<file path="src/rtl/rect_fill_engine.sv">
// Rectangle fill engine with draw-port arbitration onto one framebuffer write port.
// Ports: clk/reset, start/abort/rect/fill_color in, draw_* handshake in, x/y/pixel_color/pixel_write/busy/done out.
module rect_fill_engine #(
    parameter int X_W      = 11,
    parameter int Y_W      = 11,
    parameter int SCREEN_W = 640,
    parameter int SCREEN_H = 480,
    parameter int COLOR_W  = 1
) (
    input  logic               clk,
    input  logic               reset,
    input  logic               start,
    input  logic               abort,
    input  logic [X_W-1:0]     x_min,
    input  logic [Y_W-1:0]     y_min,
    input  logic [X_W-1:0]     x_max,
    input  logic [Y_W-1:0]     y_max,
    input  logic [COLOR_W-1:0] fill_color,
    input  logic               draw_valid,
    input  logic [X_W-1:0]     draw_x,
    input  logic [Y_W-1:0]     draw_y,
    input  logic [COLOR_W-1:0] draw_color,
    output logic               draw_ready,
    output logic [X_W-1:0]     x,
    output logic [Y_W-1:0]     y,
    output logic [COLOR_W-1:0] pixel_color,
    output logic               pixel_write,
    output logic               busy,
    output logic               done
);

    typedef enum logic [1:0] {IDLE, FILL, DONE} state_t;

    localparam logic [X_W-1:0] X_LIM = X_W'(SCREEN_W - 1);
    localparam logic [Y_W-1:0] Y_LIM = Y_W'(SCREEN_H - 1);

    state_t state, state_nx;

    logic [X_W-1:0]     x_lo, x_hi, xe_c;
    logic [Y_W-1:0]     y_hi, ye_c;
    logic [COLOR_W-1:0] color_q;
    logic               empty, last, draw_fire, on_screen;

    assign xe_c      = (x_max > X_LIM) ? X_LIM : x_max;
    assign ye_c      = (y_max > Y_LIM) ? Y_LIM : y_max;
    assign empty     = (x_min > xe_c) || (y_min > ye_c);
    // x/y double as the fill cursor: they always hold the pixel on the bus.
    assign last      = (x == x_hi) && (y == y_hi);
    assign draw_fire = draw_valid && draw_ready;
    assign on_screen = (draw_x <= X_LIM) && (draw_y <= Y_LIM);

    always_ff @(posedge clk) begin
        if (reset) state <= IDLE;
        else       state <= state_nx;
    end

    always_comb begin
        state_nx = state;
        unique case (state)
            IDLE: if (start) state_nx = empty ? DONE : FILL;
            FILL: begin
                if (abort)     state_nx = IDLE;
                else if (last) state_nx = DONE;
            end
            DONE: state_nx = IDLE;
            default: state_nx = IDLE;
        endcase
    end

    always_comb begin
        draw_ready = 1'b0;
        busy       = 1'b0;
        done       = 1'b0;
        unique case (state)
            IDLE: draw_ready = !start;
            FILL: busy = 1'b1;
            DONE: begin
                busy = 1'b1;
                done = 1'b1;
            end
            default: ;
        endcase
    end

    always_ff @(posedge clk) begin
        if (reset) begin
            x           <= '0;
            y           <= '0;
            pixel_color <= '0;
            pixel_write <= 1'b0;
            x_lo        <= '0;
            x_hi        <= '0;
            y_hi        <= '0;
            color_q     <= '0;
        end else begin
            unique case (state)
                IDLE: begin
                    if (start) begin
                        x_lo        <= x_min;
                        x_hi        <= xe_c;
                        y_hi        <= ye_c;
                        color_q     <= fill_color;
                        x           <= x_min;
                        y           <= y_min;
                        pixel_color <= fill_color;
                        pixel_write <= !empty;
                    end else if (draw_fire) begin
                        x           <= draw_x;
                        y           <= draw_y;
                        pixel_color <= draw_color;
                        pixel_write <= on_screen;
                    end else begin
                        pixel_write <= 1'b0;
                    end
                end
                FILL: begin
                    if (abort || last) begin
                        pixel_write <= 1'b0;
                    end else begin
                        pixel_write <= 1'b1;
                        pixel_color <= color_q;
                        if (x == x_hi) begin
                            x <= x_lo;
                            y <= y + Y_W'(1);
                        end else begin
                            x <= x + X_W'(1);
                        end
                    end
                end
                default: pixel_write <= 1'b0;
            endcase
        end
    end

endmodule

</file>
<file path="config.mk">
export PLATFORM = sky130hd
export DESIGN_NAME = rect_fill_engine
export DESIGN_NICKNAME = d
export VERILOG_FILES = /design/src/rtl/rect_fill_engine.sv
export SDC_FILE = /design/constraint.sdc
export NUM_CORES = 1
export LEC_CHECK = 0
export ABC_AREA = 1
export BUFFER_PORTS_ARGS = -buffer_cell sky130_fd_sc_hd__buf_2
export CAP_MARGIN = 25
export CELL_PAD_IN_SITES_DETAIL_PLACEMENT = 1
export CELL_PAD_IN_SITES_GLOBAL_PLACEMENT = 2
export CORE_MARGIN = 8
export CORE_UTILIZATION = 30
export CTS_CLUSTER_DIAMETER = 100
export DETAILED_ROUTE_END_ITERATION = 7
export PLACE_DENSITY_LB_ADDON = 0.1
export SYNTH_ARGS = -nofsm -noshare
export SYNTH_HDL_FRONTEND = slang
export SYNTH_SLANG_ARGS = --single-unit
</file>
<file path="constraint.sdc">
create_clock -name clk -period 3.47 [get_ports clk]
set_clock_uncertainty 0.2 [all_clocks]
set_input_delay 0.347 -clock clk [delete_from_list [all_inputs] [get_ports clk]]
set_output_delay 0.347 -clock clk [all_outputs]
set_load 0.02 [all_outputs]
</file>
==> impl_summary.txt <==
----------------------------------------------------
[Timing]
  Max Clk Rate ... ~0.40 GHz
  Worst hold slack across all endpoints ... between 80 and 90 ps
  Time the final worst path needs with I/O delays and setup ... 2500 ps
  Slew headroom ... 0.410
  Setup-violating endpoint count in the final report ... 0
  Hold Vio Cnt, Final ... 0
  Final period util ... 0.720
  Worst Setup Slack, final ... ~970 ps
  Setup_tns ... 0 ps
  Slew at the pin closest to its max-slew limit ... 884 ps
  Setup repair after global routing missed its margin ... false
  Count of pins over their slew limit ... 0

[Drt]
  Via count ... about 4500
  Number of detailed-routing iterations run before antenna repair ... 4
  DRC viols ... 0
  Avg Vias per Cell ... between 4 and 5
  Post-Route WL ... around 15000 um
  Post-route antenna net violation count ... 0
  Average wire length per cell after detail routing ... 16.6 um
  Number of DRC markers in iteration 0 ... between 150 and 200

[Finish]
  Count of nets after finishing ... ~850
  Share of layout cells above drive strength 1 ... 0.187
  Fill cells ... around 1800
  # diodes ... 0
  Design area ... 5040 um2
  Area growth syn-to-layout ... 22.2%

[GRT]
  Gr ovfl total ... 0
  Via count of the first global-routing pass ... ~4800
  Pin count of the biggest net entering global routing ... 49
  Total Routing Usage GR ... 0.177
  Wire length of the first global-routing pass ... about 25000 um
  Initial antenna violation count ... 0

[Clock tree]
  Root buffer cell ... sky130_fd_sc_hd__clkbuf_16
  CTS hold repair buffers ... 0
  Total number of H-tree levels ... 3
  Post_cts resized ... 0
  Post-CTS Setup Inserts ... 0
  Clock tree sinks ... 60
  Clock Path Buffers ... 2
  Clock transition at the registers of the reported paths ... roughly 50 ps
  Skew-Pair Late Insertion Delay ... 340 ps
  TritonCTS clock tree ... done
  CTS Buf Count ... 9

[Logic synthesis]
  Number of synthesis warnings ... 0
  Top post-synthesis cells by area ... sky130_fd_sc_hd__dfxtp_1 29%, sky130_fd_sc_hd__nand2_1 15%, sky130_fd_sc_hd__nor2_1 9.2%
  Fraction of synthesis flops using an asynchronous set or reset pin ... 0
  Area leader, netlist ... sky130_fd_sc_hd__dfxtp_1
  Ranking of synthesized cells by instance count ... 165 x sky130_fd_sc_hd__nand2_1, 101 x sky130_fd_sc_hd__nor2_1, 66 x sky130_fd_sc_hd__o21ai_0
  Number of standard cells after synthesis ... 653
  Average footprint of a synthesized cell ... 6.32 um2
  Part of the Yosys area used for sequential elements ... 0.291
  Leading register cell type out of synthesis ... sky130_fd_sc_hd__dfxtp_1
  Cell variety after synth ... 32
  Most common cell in the synthesized netlist ... sky130_fd_sc_hd__nand2_1
  Number of enable-type register cells in the synthesized netlist ... 0
  Synthesized flop and latch total ... 60
  Share of Yosys cell area claimed by the top area cell type ... 0.291
  Post-synthesis instance area ... a little over 4000 um2

[Worst setup path]
  Critical path startpoint category ... register
  Worst EP arrival ... about 2500 ps
  Internal reg-to-reg setup slack ... about 1000 ps
  Source of the critical timing path ... x[5]$_SDFFE_PP0P_
  Worst Setup Path Type ... reg2reg
  Required time of the critical path ... 3500 ps
  Launch point of the worst reg-to-reg path ... x[5]$_SDFFE_PP0P_
  Largest fanout on the critical path ... 20
  Endpoint class of the critical path ... register

[Min path]
  Startpoint of the lowest-slack hold path ... reset
  Worst min-delay path category ... in2reg

[Floorplan]
  Die area ... 17800 um2
  Number of core rows ... 43
  Overall die width ... about 130 um
  Number of ports placed on the die boundary ... 100
  Initial Util ... 0.302
  Chip height ... ~130 um
  Core Footprint ... 13700 um2

[Power and ir drop]
  LEAKAGE ... between 0.002 and 0.003 uW
  Power density of the placed cells ... around 520 nW/um2
  Max VDD drop ... between 0.2 and 0.25 mV

[Place]
  Area after detailed placement ... 4780 um2
  Detailed Place HPWL ... between 10000 and 15000 um
  GP Congestion ... ~0.8
  Number of port buffers ... 99
  Worst slack after detailed placement ... approximately 690 ps

[Flow run]
  Number of violations of the max-capacitance limit ... 0

[Status]
  Outcome ... finished clean

----------------------------------------------------
-- power breakdown --
group / switching [uW] / internal [uW] / total [uW]
Sequential: 115 / 801 / 915
Clock: 327 / 490 / 817
Combinational: 582 / 307 / 888
Total: 1020 / 1600 / 2620
-- per-stage QoR --
stage	power, uW	util	cells
CTS	2670	0.369	929
global placement	1810	0.350	915
detailed placement	1830	0.350	915
finish	2620	0.369	929
global route	2820	0.369	929
floorplan	1530	-	655
-- worst max-delay path, stage by stage, from the launching register on --
cell and delay [ps]:
sky130_fd_sc_hd__dfxtp_1 380, sky130_fd_sc_hd__inv_2 140, sky130_fd_sc_hd__nand2_1 60, sky130_fd_sc_hd__nand2_1 60, sky130_fd_sc_hd__nand2_1 70, sky130_fd_sc_hd__nor2_2 90, sky130_fd_sc_hd__nand2_2 100, sky130_fd_sc_hd__nor2_8 260
sky130_fd_sc_hd__inv_2 180, sky130_fd_sc_hd__nand2_2 120, sky130_fd_sc_hd__nand3_2 400, sky130_fd_sc_hd__nor2_1 240, sky130_fd_sc_hd__nor2_1 60
-- registers in the layout, indices dropped and copies added, names as in the netlist, 2 cells and up --
signal,cells
y_hi,11
state,2
x_hi,11
y,11
x_lo,11
x,11
-- cells in the final DEF (no fill, tap or decap), types with 3 or more instances in the layout --
cell type | Yosys | layout
sky130_fd_sc_hd__nand2_1 | 165 | 165
sky130_fd_sc_hd__nor2_1 | 101 | 101
sky130_fd_sc_hd__buf_2 | 3 | 99
sky130_fd_sc_hd__o21ai_0 | 66 | 66
sky130_fd_sc_hd__inv_1 | 64 | 64
sky130_fd_sc_hd__dfxtp_1 | 60 | 60
sky130_fd_sc_hd__a21oi_1 | 40 | 40
sky130_fd_sc_hd__ha_1 | 27 | 27
sky130_fd_sc_hd__nand3_1 | 25 | 25
sky130_fd_sc_hd__xor2_1 | 14 | 14
sky130_fd_sc_hd__o211ai_1 | 11 | 11
sky130_fd_sc_hd__clkbuf_16 | 0 | 9
sky130_fd_sc_hd__inv_2 | 8 | 8
sky130_fd_sc_hd__xnor2_1 | 7 | 7
sky130_fd_sc_hd__o22ai_1 | 7 | 7
sky130_fd_sc_hd__buf_4 | 2 | 7
sky130_fd_sc_hd__nand4_1 | 6 | 6
sky130_fd_sc_hd__nor3_1 | 5 | 5
sky130_fd_sc_hd__nand2_2 | 4 | 4
sky130_fd_sc_hd__or2_2 | 3 | 3
sky130_fd_sc_hd__nand2_4 | 3 | 3
sky130_fd_sc_hd__o21a_1 | 3 | 3
sky130_fd_sc_hd__conb_1 | 1 | 3
sky130_fd_sc_hd__clkinv_2 | 0 | 3
-- worst paths after layout --
path | end | depth (start not counted)
worst min-delay path | pixel_color$_SDFFE_PP0P_ | 2
worst max-delay path | y[6]$_SDFFE_PP0P_ | 12
worst max register to register | y[6]$_SDFFE_PP0P_ | 12
worst min register to register | x_lo[2]$_SDFFE_PP0P_ | 2
-- cell families (layout without fill, tap and decap cells) --
logic type,Yosys count,count (layout),share of synthesized area
AO/OA/AOI/OAI,129,129,0.167
XOR/XNOR,21,21,0.0446
adder cells (fa/ha/maj),27,27,0.0819
buffers and inverters,98,192,0.0956
flip-flops,60,60,0.291
other,1,3,0.000909
AND/OR/NAND/NOR,317,317,0.318
-- layer usage --
layer	wire length [um]	vias up	track usage
li1	-	2280	-
met1	6680	2078	0.196
met2	7740	81	0.320
met3	526	23	0.0328
met4	434	0	0.0817
met5	0	-	0
-- area by class of cell --
type	count	area (um2)	share of cell area
tap	180	225	0.0447
timing repair buffer	106	548	0.109
inverter	72	270	0.0536
clock inverter	3	15.0	0.00298
sequential	60	1200	0.238
clock buffer	11	243	0.0482
multi-input combinational	497	2540	0.503
(Power assumes the default switching activity.)
